==> src/rtl/upcounter_pkg.sv <==
// Shared definitions for the UpCounter run/step/clear sequencer.
// State encodings are fixed because the state output is observed directly.
package upcounter_pkg;

    typedef enum logic [1:0] {
        ST_IDLE  = 2'b00,
        ST_RUN   = 2'b01,
        ST_PAUSE = 2'b10,
        ST_DONE  = 2'b11
    } state_t;

    localparam int WIDTH_DEF = 12;

    // Divider register width; covers the full TICK_DIV range of 2..65535.
    localparam int DIV_W = 16;

endpackage

==> src/rtl/upcounter_ctrl_btn_edge.sv <==
// Rising-edge detector for a level push-button input.
// The history register resets to RST_VAL so that a button held through reset produces no edge.
module btn_edge #(
    parameter logic RST_VAL = 1'b1
) (
    input  logic clk,
    input  logic rst,
    input  logic btn,
    output logic edge_pulse
);

    logic btn_d;

    always_ff @(posedge clk) begin
        if (rst) begin
            btn_d <= RST_VAL;
        end else begin
            btn_d <= btn;
        end
    end

    assign edge_pulse = btn & ~btn_d;

endmodule

==> src/rtl/upcounter_ctrl.sv <==
// Run/step/clear sequencer that turns push-button levels into single-cycle
// enable/clear pulses for a WIDTH-bit up-counter, stopping at a terminal count.
module upcounter_ctrl
    import upcounter_pkg::*;
#(
    parameter int WIDTH    = WIDTH_DEF,
    parameter int TICK_DIV = 4
) (
    input  logic             clk,
    input  logic             rst,
    input  logic             start_btn,
    input  logic             stop_btn,
    input  logic             step_btn,
    input  logic             clr_btn,
    input  logic [WIDTH-1:0] limit,
    input  logic [WIDTH-1:0] q,
    output logic             cnt_en,
    output logic             cnt_rst,
    output logic [1:0]       state,
    output logic             done
);

    localparam logic [DIV_W-1:0] DIV_LAST = DIV_W'(TICK_DIV - 1);

    state_t           cur_state;
    state_t           nxt_state;
    logic [DIV_W-1:0] div;
    logic [DIV_W-1:0] div_nxt;
    logic             en_nxt;
    logic             clr_nxt;

    logic start_edge;
    logic stop_edge;
    logic step_edge;
    logic clr_edge;

    btn_edge #(.RST_VAL(1'b1)) u_start_edge (
        .clk        (clk),
        .rst        (rst),
        .btn        (start_btn),
        .edge_pulse (start_edge)
    );

    btn_edge #(.RST_VAL(1'b1)) u_stop_edge (
        .clk        (clk),
        .rst        (rst),
        .btn        (stop_btn),
        .edge_pulse (stop_edge)
    );

    btn_edge #(.RST_VAL(1'b1)) u_step_edge (
        .clk        (clk),
        .rst        (rst),
        .btn        (step_btn),
        .edge_pulse (step_edge)
    );

    btn_edge #(.RST_VAL(1'b1)) u_clr_edge (
        .clk        (clk),
        .rst        (rst),
        .btn        (clr_btn),
        .edge_pulse (clr_edge)
    );

    // Only the highest-priority event of a cycle survives (clr > stop > start > step).
    logic start_evt;
    logic step_evt;
    logic at_limit;

    assign start_evt = start_edge & ~stop_edge;
    assign step_evt  = step_edge & ~stop_edge & ~start_edge;
    assign at_limit  = (q == limit);

    always_comb begin
        nxt_state = cur_state;
        div_nxt   = div;
        en_nxt    = 1'b0;
        clr_nxt   = 1'b0;

        if (clr_edge) begin
            nxt_state = ST_IDLE;
            div_nxt   = '0;
            clr_nxt   = 1'b1;
        end else begin
            unique case (cur_state)
                ST_IDLE, ST_PAUSE: begin
                    if (at_limit) begin
                        nxt_state = ST_DONE;
                    end else if (start_evt) begin
                        nxt_state = ST_RUN;
                        div_nxt   = '0;
                    end else if (step_evt) begin
                        en_nxt = 1'b1;
                    end
                end
                ST_RUN: begin
                    // A stop freezes the divider; the next RUN entry clears it.
                    if (at_limit) begin
                        nxt_state = ST_DONE;
                    end else if (stop_edge) begin
                        nxt_state = ST_PAUSE;
                    end else if (div == DIV_LAST) begin
                        div_nxt = '0;
                        en_nxt  = 1'b1;
                    end else begin
                        div_nxt = div + 1'b1;
                    end
                end
                ST_DONE: begin
                    nxt_state = ST_DONE;
                end
                default: begin
                    nxt_state = ST_IDLE;
                    div_nxt   = '0;
                end
            endcase
        end
    end

    always_ff @(posedge clk) begin
        if (rst) begin
            cur_state <= ST_IDLE;
            div       <= '0;
            cnt_en    <= 1'b0;
            cnt_rst   <= 1'b1;
            done      <= 1'b0;
        end else begin
            cur_state <= nxt_state;
            div       <= div_nxt;
            cnt_en    <= en_nxt;
            cnt_rst   <= clr_nxt;
            done      <= (nxt_state == ST_DONE);
        end
    end

    assign state = cur_state;

endmodule

==> config.mk <==
export PLATFORM = sky130hd
export DESIGN_NAME = upcounter_ctrl
export DESIGN_NICKNAME = d
export VERILOG_FILES = /design/src/rtl/upcounter_pkg.sv /design/src/rtl/upcounter_ctrl_btn_edge.sv /design/src/rtl/upcounter_ctrl.sv
export SDC_FILE = /design/constraint.sdc
export NUM_CORES = 1
export LEC_CHECK = 0
export CAP_MARGIN = 10
export CORE_UTILIZATION = 32
export DETAILED_ROUTE_END_ITERATION = 6
export SYNTH_ARGS = -nofsm -noshare
export SYNTH_HDL_FRONTEND = slang
export SYNTH_HIERARCHICAL = 1
export SYNTH_SLANG_ARGS = --single-unit
==> constraint.sdc <==
create_clock -name clk -period 1.85 [get_ports clk]
set_clock_uncertainty 0.1 [all_clocks]
set_input_delay 0.185 -clock clk [delete_from_list [all_inputs] [get_ports clk]]
set_output_delay 0.185 -clock clk [all_outputs]
set_load 0.01 [all_outputs]
=== Word level (Yosys, flattened, before mapping) ===
Index checks and enable logic that the tools add are counted.
Widths: inputs -> output; s select.

* Bits in registers: 25
* Output and inout port bits: 5
* Logic and storage cells: 58

* Add/sub/neg operators: 1
* Equal/unequal tests: 10
* Mux-type cells: 20
* Bitwise operators: 13
* Reductions and logical operators: 5

{| class="wikitable"
|+ Operators by type and width
! operator !! number
|-
| $mux 16 || 5
|-
| $pmux 16 s2 || 1
|-
| $add 16x1->16 const B || 1
|-
| $eq 16x2->1 const B || 1
|-
| $eq 12x12->1 || 1
|-
| $mux 2 || 5
|-
| $ne 2x2->1 const B || 4
|-
| $and 1x1->1 || 7
|-
| $mux 1 || 7
|-
| $eq 2x2->1 const B || 3
|-
| $not 1->1 || 6
|-
| $pmux 2 s3 || 1
|-
| $reduce_and 5->1 || 1
|-
| $reduce_or 2->1 || 2
|-
| $eq 2x1->1 const B || 1
|-
| $logic_not 2->1 || 1
|-
| $pmux 1 s2 || 1
|-
| $reduce_bool 2->1 || 1
|}

=== Logic depth before layout (Yosys ltp) ===
* Word-level depth: 9
* Depth in mapped cells: 7

=== Modules after synthesis ===
Netlist, hierarchy kept.

{| class="wikitable"
|+ Modules (own cells, without submodules)
! module !! times used !! cells each !! area an instance (µm²) !! seq. area each (µm²)
|-
| upcounter_ctrl || 1 || 155 || 1352.5 || 420.4
|-
| btn_edge || 4 || 3 || 32.5 || 20.0
|}

=== Least setup slack after synthesis ===
No wires, ideal clock.

* Path kind: reg2reg
* Start: reg div[0]
* End: reg div[13]
* Arrival time: 1.627 ns
* Data required time: 1.618 ns
* Setup slack: -0.009 ns
* Stages on the path, launching flop included: 7
* Clock period less this slack: 1.859 ns
* Path through: dfxtp_1 ha_1 nor4b_2 a41oi_2 buf_2 a2111oi_4 a211oi_2

* Longest elaborated chain between the ends: 5

{| class="wikitable"
|+ Ends and longest elaborated chain
! item !! RTL line !! source
|-
| start: declaration || upcounter_ctrl.sv:27 || <nowiki>logic [DIV_W-1:0] div;</nowiki>
|-
| start signal: assignment || upcounter_ctrl.sv:129 || <nowiki>div <= div_nxt;</nowiki>
|-
| $add 16x1->16 or $eq 16x2->1 (tied branches) || upcounter_ctrl.sv:106, upcounter_ctrl.sv:102 ||
|-
| $mux 16 (*) || upcounter_ctrl.sv:102 || <nowiki>end else if (div == DIV_LAST) begin</nowiki>
|-
| $mux 16 (*) || upcounter_ctrl.sv:100 || <nowiki>end else if (stop_edge) begin</nowiki>
|-
| $mux 16 (*) || upcounter_ctrl.sv:98 || <nowiki>if (at_limit) begin</nowiki>
|-
| $pmux 16 s2 (*) || upcounter_ctrl.sv:85 || <nowiki>unique case (cur_state)</nowiki>
|}

Mark *: on every way between the ends. The rest lies on a longest branch, timed or not. The select of a mux whose other input is x is not followed.
A chain may end at the register's enable or synchronous reset.

=== Final worst setup path ===
* Start: reg div[0]
* End: reg div[4]

The elaborated chain is that of the path after synthesis.

==> reports/results.ini <==
[floorplan]
fp.dieW_um = 70.1
placeableCoreArea_um2 = 4410
placement_rows = 24
boundaryPins = 35
floorplan.die_area_um2 = 4910
initial_core_util_pct = 33.6
die_extent_in_y_um = 70.1

[critical_path]
critical_path_required_ps = 1940
rr_startpoint = div[0]
arrival_ps = 2050
reg2reg_to = div[4]
start_kind = flip-flop
cp-end-kind = flip-flop
critical_path.slowest_cell = dfxtp_2
timing.critical_path.slowest_cell_delay_ps = 370
cp_cell_sequence = ha_4 > nor4b_4 > a41o_4 > buf_6 > buf_6 > buf_6 > nor3_2 > o221a_2
critical_path_class = flip-flop to flip-flop
critical_path.max_fanout = 4
cp_common_cell = buf_6
rr_worst_depth = 8
timing.reg2reg.setup_slack_ps = -110

[yosys]
count_of_flip_flops_with_a_built_in_enable_after_synthesis = 0
synth_cell_type_count = 53
synth.most_common_cell = dfxtp_1
yosys-top-cells-area = dfxtp_1 (34%), xnor2_1 (7.1%), a21oi_1 (3.7%)
synth_top_area_share_pct = 33.8
seq_cells_post_synth = 25
netlist.top_cell.by_area = dfxtp_1
dominantRegCellSynth = dfxtp_1
synthesis.area_um2 = 1480
synth-seq-area-share_pct = 33.8
ys.warnings.count = 6
synth.top_cells.by_count = dfxtp_1 (25), xnor2_1 (12), a21oi_1 (11), nor2_1 (11), nor3_1 (9)
post_synth.cell_area_avg_um2 = 8.88
cell_count_after_synthesis = 167
synth_fp_nets = 198
synthArstFlopShare_pct = 0

[clock_tree]
ctsLongestPathBuffers = 2
tritoncts = done
worstSkewPairLatency_ps = 280
clk_root_buffer_cell = clkbuf_8
cts_made_buffers = 3
cts_max_level = 1
cts_num_sinks = 25
cts.reportedPaths.clkPinSlew_ps = 110

[detailed_routing]
avgViaCountPerCell = 5.48
antenna_violating_nets_post_route = 0
drt-wirelength-per-cell_um = 14.3
drt_iter0_markers = 80
num_vias = 1623
wl_mm = 4.22
drc = 0
drt_first_pass_iters = 4

[run]
maxCapViolations = 0

[worst_hold_path]
hold_path_startpoint = step_btn
timing.hold.worst_path_depth = 2
hold_path_end = u_step_edge/btn_d
hold_class = input pin to flip-flop

[placed_design]
dpl.hpwl_mm = 2.94
gp_congestion = 0.772
placed_cells = 281
place_ws_ps = -188
place.port_buffers = 34

[timing]
rsz_0062_raised_after_global_routing = yes
slew_headroom_pct = 71.5
worst_slack_ps = -113
max_slew.worst_pin.slew_ps = 422
setup_viol = 8
clock.fmax_ghz = 0.509
final_hold_viol_count = 0
post-route-period-util_pct = 106
final_max_slew_violation_count = 0
holdWs_ps = 384
finalCriticalPeriod_ps = 1960

[cells_and_area]
area_growth_syn_to_layout_pct = 58.1
antenna_cells_inserted = 0
fillCellCount = 398
drive_above_1_share_pct = 32.8
nets = 276
utilization_pct = 53.1
stdcell_count = 296

[run_status]
failed_checks = setup timing
outcome = finished with violations

[power_and_ir_drop]
p_leak_nw = 0.829
fin_total_pwr_w = 0.00113
total_power_density_per_cell_area_nw_per_um2 = 480
peakVddDrop_mv = 0.443

[global_route]
initial_antenna_violation_count = 0
global_route.usage.total_pct = 16.8
grt_start_max_net_pins = 16
first_global_vias = 1484
grt_pass1_wl_mm = 6.70
grt-ovfl-total = 0

==> stage by stage <==
| stage | setup TNS, ps | cell area [µm²] |
|---|---|---|
| 2_1_floorplan | 0 | 1490 |
| 3_3_place_gp | -1910 | 2110 |
| 3_5_place_dp | -2330 | 2110 |
| 4_1_cts | -193 | 2210 |
| 5_1_grt | -1250 | 2340 |
| 6_report | -540 | 2340 |
==> layer usage <==
layer | global-route usage, % | vias to the layer above | share of wire [%]
met3 | 3.75 | 6 | 6.7
li1 | - | 786 | -
met1 | 20.0 | 767 | 41
met2 | 30.3 | 64 | 51
met5 | 0 | - | 0
met4 | 4.22 | 0 | 1.1
==> where the power goes <==
part           total [W]  switching, W  internal, W  leakage [nW]
registers       0.000550    0.00000406     0.000546         0.205
clock network   0.000353      0.000201     0.000152        0.0255
logic           0.000222     0.0000910     0.000132         0.599
total            0.00113      0.000296     0.000830         0.829
==> flip-flops by register name, indices dropped and copies added, names as in the netlist <==
| register | count |
|---|---|
| u_clr_edge/btn_d | 1 |
| u_stop_edge/btn_d | 1 |
| u_start_edge/btn_d | 1 |
| cnt_en | 1 |
| state | 2 |
| div | 16 |
| u_step_edge/btn_d | 1 |
| done | 1 |
| cnt_rst | 1 |
==> repair_timing <==
action / 4_1_cts / 5_1_grt
pin swaps: 5 / 12
hold endpoints to repair: 0 / 0
setup endpoints to repair: 14 / 13
buffers inserted: 3 / 9
gates resized for setup: 5 / 19
hold buffers: 0 / 0
==> area by class of cell <==
cell class | count | area [µm²] | share of cell area, %
clock buffers | 3 | 41.3 | 1.76
clock inverters | 1 | 5.00 | 0.213
inverters | 8 | 30.0 | 1.28
multi-input cells | 127 | 991 | 42.3
flip-flops and latches | 25 | 504 | 21.5
well taps | 52 | 65.1 | 2.77
repair buffers | 80 | 708 | 30.2
==> cell usage in the layout (no fill, tap or decap), types with 4 or more instances in the layout <==
cell type / n
buf_4: 40
clkdlybuf4s50_1: 34
dfxtp_1: 22
xnor2_1: 12
nor2_1: 10
inv_1: 8
nor3_1: 8
a21oi_1: 8
nand2_1: 7
nand4_1: 7
buf_6: 6
o21ai_0: 5
nand3_2: 4
nand3_1: 4
nor2b_1: 4
or2_1: 4
==> cells by family after synthesis <==
logic type	count (synthesis)	synth area share (%)
adder cells (fa/ha/maj)	1	0.844
XOR/XNOR	12	7.09
buffers and inverters	15	5.15
flip-flops	25	33.8
AO/OA/AOI/OAI	45	24.6
AND/OR/NAND/NOR	69	28.6
==> critical path, delay by kind of cell (launching register included) <==
| family | cells | cell delay (ps) |
|---|---|---|
| AOI/OAI and AO/OA | 2 | 590 |
| and+or+nand+nor | 2 | 350 |
| adders and majority gates | 1 | 150 |
| buffers and inverters | 3 | 300 |
| DFF | 1 | 370 |
==> how the worst max path moves through the flow <==
stage                      start      end  cells after the start
after detailed placement    q[3]   div[5]                      6
final                     div[0]   div[4]                      8
after floorplan           div[0]  div[13]                      6
after CTS                 div[1]  div[14]                      7
after global placement      q[3]   div[3]                      7
after global routing      div[0]   div[4]                      8
Note: power is estimated with default switching activity, not from simulation.
